===== src/rtl/id_ex_stage.sv =====
// rtl/id_ex_stage.sv - ID/EX pipeline register with load-use / ID-branch hazard detection
// A hazard zeroes the control bundle entering EX and freezes PC and IF/ID for that cycle.
module id_ex_stage #(
  parameter int DATA_W = 32,
  parameter int CNT_W  = 16
) (
  input  logic              clk,
  input  logic              rst,
  input  logic [5:0]        id_opc,
  input  logic [1:0]        id_RegDst,
  input  logic [1:0]        id_RegData,
  input  logic              id_ALUSrc,
  input  logic              id_MemRead,
  input  logic              id_MemWrite,
  input  logic              id_RegWrite,
  input  logic [2:0]        id_ALUOpc,
  input  logic              id_IFIDFlush,
  input  logic [DATA_W-1:0] id_rd1,
  input  logic [DATA_W-1:0] id_rd2,
  input  logic [DATA_W-1:0] id_imm,
  input  logic [DATA_W-1:0] id_pc4,
  input  logic [4:0]        id_rs,
  input  logic [4:0]        id_rt,
  input  logic [4:0]        id_rd,
  output logic [1:0]        ex_RegData,
  output logic [2:0]        ex_ALUOpc,
  output logic              ex_ALUSrc,
  output logic              ex_MemRead,
  output logic              ex_MemWrite,
  output logic              ex_RegWrite,
  output logic [DATA_W-1:0] ex_rd1,
  output logic [DATA_W-1:0] ex_rd2,
  output logic [DATA_W-1:0] ex_imm,
  output logic [DATA_W-1:0] ex_pc4,
  output logic [4:0]        ex_rs,
  output logic [4:0]        ex_rt,
  output logic [4:0]        ex_dst,
  output logic              pc_write,
  output logic              ifid_write,
  output logic              ifid_flush,
  output logic [CNT_W-1:0]  stall_cnt,
  output logic [CNT_W-1:0]  bubble_cnt
);

  localparam logic [5:0] OPC_R    = 6'b000000;
  localparam logic [5:0] OPC_ADDI = 6'b001000;
  localparam logic [5:0] OPC_SLTI = 6'b001010;
  localparam logic [5:0] OPC_LW   = 6'b100011;
  localparam logic [5:0] OPC_SW   = 6'b101011;
  localparam logic [5:0] OPC_BEQ  = 6'b000100;
  localparam logic [5:0] OPC_JR   = 6'b111111;

  logic       use_rs, use_rt, is_br;
  logic [4:0] id_dst;
  logic       hit_ex, hit_mem, stall;
  logic [4:0] mem_dst;
  logic       mem_MemRead;

  always_comb begin
    use_rs = 1'b0;
    use_rt = 1'b0;
    is_br  = 1'b0;
    case (id_opc)
      OPC_R, OPC_SW, OPC_BEQ: begin
        use_rs = 1'b1;
        use_rt = 1'b1;
      end
      OPC_ADDI, OPC_SLTI, OPC_LW, OPC_JR: use_rs = 1'b1;
      default: ;
    endcase
    if (id_opc == OPC_BEQ || id_opc == OPC_JR) is_br = 1'b1;
  end

  always_comb begin
    case (id_RegDst)
      2'b00:   id_dst = id_rt;
      2'b01:   id_dst = id_rd;
      2'b10:   id_dst = 5'd31;
      default: id_dst = 5'd0;
    endcase
  end

  // Register 0 is hard-wired, so a write to it never creates a dependency.
  assign hit_ex  = (ex_dst != 5'd0) &
                   ((use_rs & (ex_dst == id_rs)) | (use_rt & (ex_dst == id_rt)));
  assign hit_mem = (mem_dst != 5'd0) &
                   ((use_rs & (mem_dst == id_rs)) | (use_rt & (mem_dst == id_rt)));

  assign stall = (ex_MemRead & hit_ex) |
                 (is_br & ex_RegWrite & hit_ex) |
                 (is_br & mem_MemRead & hit_mem);

  assign pc_write   = ~stall;
  assign ifid_write = ~stall;
  assign ifid_flush = id_IFIDFlush & ~stall;

  always_ff @(posedge clk) begin
    if (rst) begin
      ex_RegData  <= '0;
      ex_ALUOpc   <= '0;
      ex_ALUSrc   <= 1'b0;
      ex_MemRead  <= 1'b0;
      ex_MemWrite <= 1'b0;
      ex_RegWrite <= 1'b0;
      ex_rd1      <= '0;
      ex_rd2      <= '0;
      ex_imm      <= '0;
      ex_pc4      <= '0;
      ex_rs       <= '0;
      ex_rt       <= '0;
      ex_dst      <= '0;
      mem_dst     <= '0;
      mem_MemRead <= 1'b0;
      stall_cnt   <= '0;
      bubble_cnt  <= '0;
    end else begin
      mem_dst     <= ex_dst;
      mem_MemRead <= ex_MemRead;
      ex_rd1      <= id_rd1;
      ex_rd2      <= id_rd2;
      ex_imm      <= id_imm;
      ex_pc4      <= id_pc4;
      ex_rs       <= id_rs;
      ex_rt       <= id_rt;
      ex_dst      <= id_dst;
      if (stall) begin
        ex_RegData  <= '0;
        ex_ALUOpc   <= '0;
        ex_ALUSrc   <= 1'b0;
        ex_MemRead  <= 1'b0;
        ex_MemWrite <= 1'b0;
        ex_RegWrite <= 1'b0;
        if (stall_cnt != '1)  stall_cnt  <= stall_cnt + 1'b1;
        if (bubble_cnt != '1) bubble_cnt <= bubble_cnt + 1'b1;
      end else begin
        ex_RegData  <= id_RegData;
        ex_ALUOpc   <= id_ALUOpc;
        ex_ALUSrc   <= id_ALUSrc;
        ex_MemRead  <= id_MemRead;
        ex_MemWrite <= id_MemWrite;
        ex_RegWrite <= id_RegWrite;
      end
    end
  end

endmodule

===== config.mk =====
export PLATFORM = sky130hd
export DESIGN_NAME = id_ex_stage
export DESIGN_NICKNAME = d
export VERILOG_FILES = /design/src/rtl/id_ex_stage.sv
export SDC_FILE = /design/constraint.sdc
export NUM_CORES = 1
export LEC_CHECK = 0
export CAP_MARGIN = 15
export CORE_AREA = 2 2 135 137
export CTS_CLUSTER_SIZE = 14
export DETAILED_ROUTE_END_ITERATION = 8
export DIE_AREA = 0 0 137 139
export PLACE_DENSITY = 0.79
export SYNTH_ARGS = -nofsm -noshare
export SYNTH_HDL_FRONTEND = slang
export SYNTH_SLANG_ARGS = --single-unit

===== constraint.sdc =====
create_clock -name clk -period 3.6 [get_ports clk]
set_input_delay 0.54 -clock clk [delete_from_list [all_inputs] [get_ports clk]]
set_output_delay 0.54 -clock clk [all_outputs]
set_load 0.02 [all_outputs]

# Word-level counts from Yosys, hierarchy flattened
# Index checks and enable logic that the tools add are counted.
# W data, S select, Z words.
[word_totals] mem_bits_ro=0 inputBits=163 elab_cells=64 out_inout_bits=187 n_memories=0 regBits=190 ram_bits=0 latch_bits=0
[op_classes] n_lt_le_gt_ge=0 n_reduce_logical=10 n_addsub=2 eq_ne=14 muxes=4 mul=0 bitwise=17 shifts=0 div_mod_pow=0
[ops] cell="$add A16 B1 Y16 const B" n=2
[ops] cell="$ne A16 B16 Y1 const B" n=2
[ops] cell="$eq A5 B5 Y1" n=4
[ops] cell="$eq A6 B6 Y1 const B" n=3
[ops] cell="$pmux W5 S3" n=1
[ops] cell="$and A1 B1 Y1" n=12
[ops] cell="$eq A6 B4 Y1 const B" n=2
[ops] cell="$reduce_bool A5 Y1" n=2
[ops] cell="$reduce_or A7 Y1" n=1
[ops] cell="$eq A6 B3 Y1 const B" n=1
[ops] cell="$logic_not A6 Y1" n=1
[ops] cell="$or A1 B1 Y1" n=4
[ops] cell="$reduce_and A2 Y1" n=2
[ops] cell="$mux W1" n=3
[ops] cell="$reduce_or A3 Y1" n=1
[ops] cell="$eq A2 B1 Y1 const B" n=1
[ops] cell="$eq A2 B2 Y1 const B" n=1
[ops] cell="$logic_not A2 Y1" n=1
[ops] cell="$reduce_or A2 Y1" n=1
[ops] cell="$logic_or A1 B1 Y1" n=1
[ops] cell="$not A1 Y1" n=1

# Depth between registers and ports, before layout
[depth] ltp_word=11 mapped_depth=8 ltp_nobuf=7

# Worst setup path before layout
# OpenSTA, ideal clock, no wires.
[synth_timing] path_kind="reg-to-output" startpoint="register ex_dst[1]" endpoint="output ifid_flush" path_slack_ns=0.940 path_buffers=0 required_time_ns=3.060 path_stages_with_launch=6 t_arrival_ns=2.120 path_cell_list="dfxtp_1 > or4_1 > nor2_1 > nor3_1 > a21oi_1 > and2_1"
[synth_via] elab_chain_cells=9 word_cells_on_any_way=13 cone_classes="eq/ne: 2; bitwise: 10; reduce/logical: 1"
[synth_lines] element="start: declaration" line_no="37" text="output logic [4:0] ex_dst,"
[synth_lines] element="start signal: assignment" line_no="125" text="ex_dst <= id_dst;"
[synth_lines] element="$eq A5 B5 Y1" line_no="85" text="((use_rs & (ex_dst == id_rs)) | (use_rt & (ex_dst == id_rt)));"
[synth_lines] element="$and A1 B1 Y1" line_no="85"
[synth_lines] element="$or A1 B1 Y1" line_no="85"
[synth_lines] element="$and A1 B1 Y1 *" line_no="84" text="assign hit_ex = (ex_dst != 5'd0) &"
[synth_lines] element="$and A1 B1 Y1, on equally long branches" line_no="89, 90"
[synth_lines] element="$or A1 B1 Y1 *" line_no="89" text="assign stall = (ex_MemRead & hit_ex) |"
[synth_lines] element="$or A1 B1 Y1 *" line_no="90" text="(is_br & ex_RegWrite & hit_ex) |"
[synth_lines] element="$not A1 Y1 *"
[synth_lines] element="via ifid_write" line_no="39" text="output logic ifid_write,"
[synth_lines] element="$and A1 B1 Y1 *" line_no="95" text="assign ifid_flush = id_IFIDFlush & ~stall;"
[synth_lines] element="end: declaration" line_no="40" text="output logic ifid_flush,"
# Mark *: on every way through the listed nets, which the timed path passes. The rest lies on a longest branch.

# Final worst setup path
[layout_timing] startpoint="input id_opc[1]" endpoint="output pc_write"
[layout_via] elab_chain_cells=10 word_cells_on_any_way=29 cone_classes="eq/ne: 6; mux: 3; bitwise: 16; reduce/logical: 4"
[layout_lines] element="start: declaration" line_no="9" text="input logic [5:0] id_opc,"
[layout_lines] element="$eq A6 B3 Y1 (tied with other cells)" line_no="63, 71"
[layout_lines] element="$reduce_or A7 Y1 (no line) / $reduce_or A3 Y1 (equally long branches)"
[layout_lines] element="$mux W1" line_no="63" text="case (id_opc)"
[layout_lines] element="$and A1 B1 Y1" line_no="85"
[layout_lines] element="$or A1 B1 Y1" line_no="85"
[layout_lines] element="$and A1 B1 Y1" line_no="84"
[layout_lines] element="$and A1 B1 Y1, on equally long branches" line_no="89, 90"
[layout_lines] element="$or A1 B1 Y1" line_no="89"
[layout_lines] element="$or A1 B1 Y1 *" line_no="90"
[layout_lines] element="$not A1 Y1 *" line_no="93" text="assign pc_write = ~stall;"
[layout_lines] element="end: declaration" line_no="38" text="output logic pc_write,"
# Mark *: on every way between the ends. The rest lies on a longest branch, timed or not.

==> parameters.txt <==
Parameter                              Value

Setup path
  Worst Path Class, Setup    input pin to output port
  Largest fanout of any net on the critical path    8
  WP data arrival    2890 ps
  Required time of the critical path    3060 ps
  Element type at the critical path end    output port
  Worst setup SP type    input pin

Drt
  Met3 WL    1.56 mm
  Total number of vias    5411
  Average via count per standard cell    around 4.5
  Remaining antenna violation count after routing    0
  Highest layer used for signal routing    met4
  WL per Instance    15.9 µm
  Number of DRC markers in iteration 0    between 200 and 250
  Overall routed net length    19.0 mm
  Length of the first detailed-routing pass in iterations    4
  Met2 wire length    between 9 and 10 mm
  Detailed-route DRC error count    0
  Met1 routed wirelength after detailed routing    7.66 mm

Synthesis
  Post-synthesis area per instance    10.5 µm²
  Async S/R FF share, synth    0%
  Ys flop type    dfxtp_1
  Nets in the synthesized netlist    757
  Number of enable-type register cells in the synthesized netlist    0
  Number of different library cells in the post-synthesis netlist    39
  Synth Instances    592
  Syn. warnings    0
  Number of synthesized register bits    190
  Cell accounting for the most synthesized area    dfxtp_1
  Synth top area share    roughly three fifths
  Share of synthesized area occupied by flip-flops and latches    61.0%
  Mapped Area    6230 µm²
  Dominant cells by area after synthesis    dfxtp_1 61%, nor2b_1 15%, a21oi_1 2.3%

GRT
  Via count of the first global-routing pass    between 5000 and 6000
  Number of antenna violations at the first check in global routing    1
  Final global-route overflow total    0
  Largest net degree at the start of global routing    104
  Global-route wire length before repair    28.7 mm
  Total global-route track usage    19.8%

Place
  Total of buffers placed on input and output ports    roughly 350
  GPL Wtd Cong    0.821
  Detailed-placement wirelength estimate    14.4 mm
  Number of placed cells counting well taps    between 1000 and 1500

Clocking
  Root Buffer Master    clkbuf_16
  H-tree levels    4
  CTS Buf Count    17
  Postcts setup bufs    0
  Clock Sinks    190
  Clock tree from TritonCTS    built
  Post-CTS clock slew at the launch and capture registers of the worst setup and hold paths    70 ps
  Clock insertion delay at the later pin of the skew report    430 ps
  Bufs on Longest Clock Path    2

Timing
  Maximum clock rate    291 MHz
  Total Negative Setup Slacks    0 ps
  Post-layout minimum cycle time    3430 ps
  Headroom to the max-slew limit    around 43%
  Number of max-slew violations in the final report    0
  Number of hold violations in the final report    0
  Worst clock skew    9.60 ps
  Worst slew pin tran    850 ps
  Unrepaired setup endpoints after global routing    no
  Share of the clock period used by the worst path after layout    95.3%
  Total of endpoints with negative setup slack in the final report    0

Cells and area
  Layout area overhead    71.2%
  Commonest cells after routing, fill and taps aside    347 x clkdlybuf4s50_1, 190 x dfxtp_1, 150 x nor2b_1
  Number of standard cells in the layout, taps in and fillers out    1194
  Final nets    roughly 1100
  Ratio of cells with drive above 1 in the final layout    6.74%
  Area of all sequential standard cells    3800 µm²
  Final core utilization    around 60%
  Layout filler cell count    1464
  Multi-input combinational cell area    2290 µm²
  Commonest non-fill, non-tap cell in the layout    clkdlybuf4s50_1

Power and ir drop
  Peak ir drop on the vdd network    0.000307 V
  Net switching fraction of the power    24.9%
  Switching Power    1.21 mW
  Gate power share    13.3%
  Pleak    3.99 nW
  Pint    between 3 and 4 mW
  Power density normalized to cell area    454 nW/µm²
  Clk pwr share    40.7%
  Sequential share of power    a little under half

Die
  Die W    between 100 and 150 µm
  Die area    19000 µm²
  Core Footprint    roughly 18000 µm²
  Std cell rows    49
  Height of the die    139 µm
  Number of top-level pins    350
  Starting density of the core    35.3%

Hold path
  Hold WC Path Type    input pin to flip-flop

Job
  Maxcap violations    0

Run status
  Status    complete, no violations
## per-stage QoR
| step | hold WS [ps] | total power, mW | setup WS (ps) | area [µm²] |
|---|---|---|---|---|
| finish | 480 | 4.84 | 167 | 10700 |
| global route | 482 | 5.02 | 73.0 | 10700 |
| CTS | 461 | 4.89 | 41.2 | 10700 |
| detailed placement | 491 | 2.92 | 46.9 | 10000 |
| global placement | 481 | 2.91 | 103 | 10000 |
| floorplan | 563 | 2.51 | 940 | 6230 |
## cell families (layout without fill, tap and decap cells)
| family | after synthesis | count (layout) | synth area share [%] |
|---|---|---|---|
| muxes | 6 | 6 | 1.04 |
| xor gates and xnor gates | 22 | 22 | 3.09 |
| other | 0 | 1 | 0 |
| AOI/OAI and AO/OA | 67 | 67 | 6.84 |
| and+or+nand+nor | 272 | 272 | 25.4 |
| buffers and inverters | 33 | 405 | 2.19 |
| DFF | 190 | 190 | 61.0 |
| adders and majority gates | 2 | 2 | 0.401 |
## layout make-up
type                       count  area share (%)
tap                          229            2.69
antenna                        1          0.0235
clock inverter                15            1.85
clock buffer                  17            3.99
sequential                   190            35.7
multi-input combinational    369            21.5
inverter                       8           0.281
timing repair buffer         365            34.0
## worst max-delay path, cell delays in order
cell,delay (ps)
clkdlybuf4s50_1,430
or4_4,550
o22ai_2,200
a31oi_2,120
nor3_1,240
a21oi_1,100
buf_4,170
clkdlybuf4s50_1,540
## cell usage after synthesis, types with 10 or more instances
| library cell | instances |
|---|---|
| dfxtp_1 | 190 |
| xor2_1 | 13 |
| nand3_1 | 20 |
| o21ai_0 | 14 |
| nor3_1 | 10 |
| nor2_1 | 30 |
| a21oi_1 | 29 |
| clkbuf_1 | 21 |
| nand2_1 | 10 |
| or4_1 | 10 |
| nor2b_1 | 150 |
| or3_1 | 15 |
| and2_1 | 10 |
## final timing paths
check,startpoint,slack [ps],to,cells past startpoint
max,id_opc[1],170,pc_write,8
min,rst,480,bubble_cnt[0]$_SDFFE_PP0P_,2
max reg2reg,stall_cnt[0]$_SDFFE_PP0P_,770,stall_cnt[5]$_SDFFE_PP0P_,8
min reg2reg,stall_cnt[9]$_SDFFE_PP0P_,510,stall_cnt[9]$_SDFFE_PP0P_,2
## registers in the layout, summed over array words and instances, names as in the netlist
name / count
ex_imm: 32
bubble_cnt: 16
ex_rs: 5
ex_pc4: 32
ex_MemRead: 1
ex_ALUOpc: 3
ex_RegWrite: 1
ex_dst: 5
stall_cnt: 16
ex_rd2: 32
ex_MemWrite: 1
ex_rt: 5
mem_MemRead: 1
ex_rd1: 32
ex_ALUSrc: 1
mem_dst: 5
ex_RegData: 2
## power groups by stage
stage	Sequential, mW	Combinational (mW)	Clock [mW]
5_1_grt	2.24	0.680	2.10
3_5_place_dp	2.28	0.643	0
3_3_place_gp	2.27	0.638	0
4_1_cts	2.23	0.647	2.02
2_1_floorplan	2.39	0.122	0
6_report	2.23	0.642	1.97
## per-layer routing
metal / track usage (%) / vias up
met1: 22.7 / 2478
met5: 0 / -
met3: 6.32 / 33
li1: - / 2676
met4: 9.12 / 0
met2: 33.2 / 224
## what timing repair did
item | CTS | global route
endpoints found under the setup margin | 0 | 1
hold buffers | 0 | 0
gates resized for setup | 0 | 1
No activity file was read; power rests on OpenSTA's default activity.
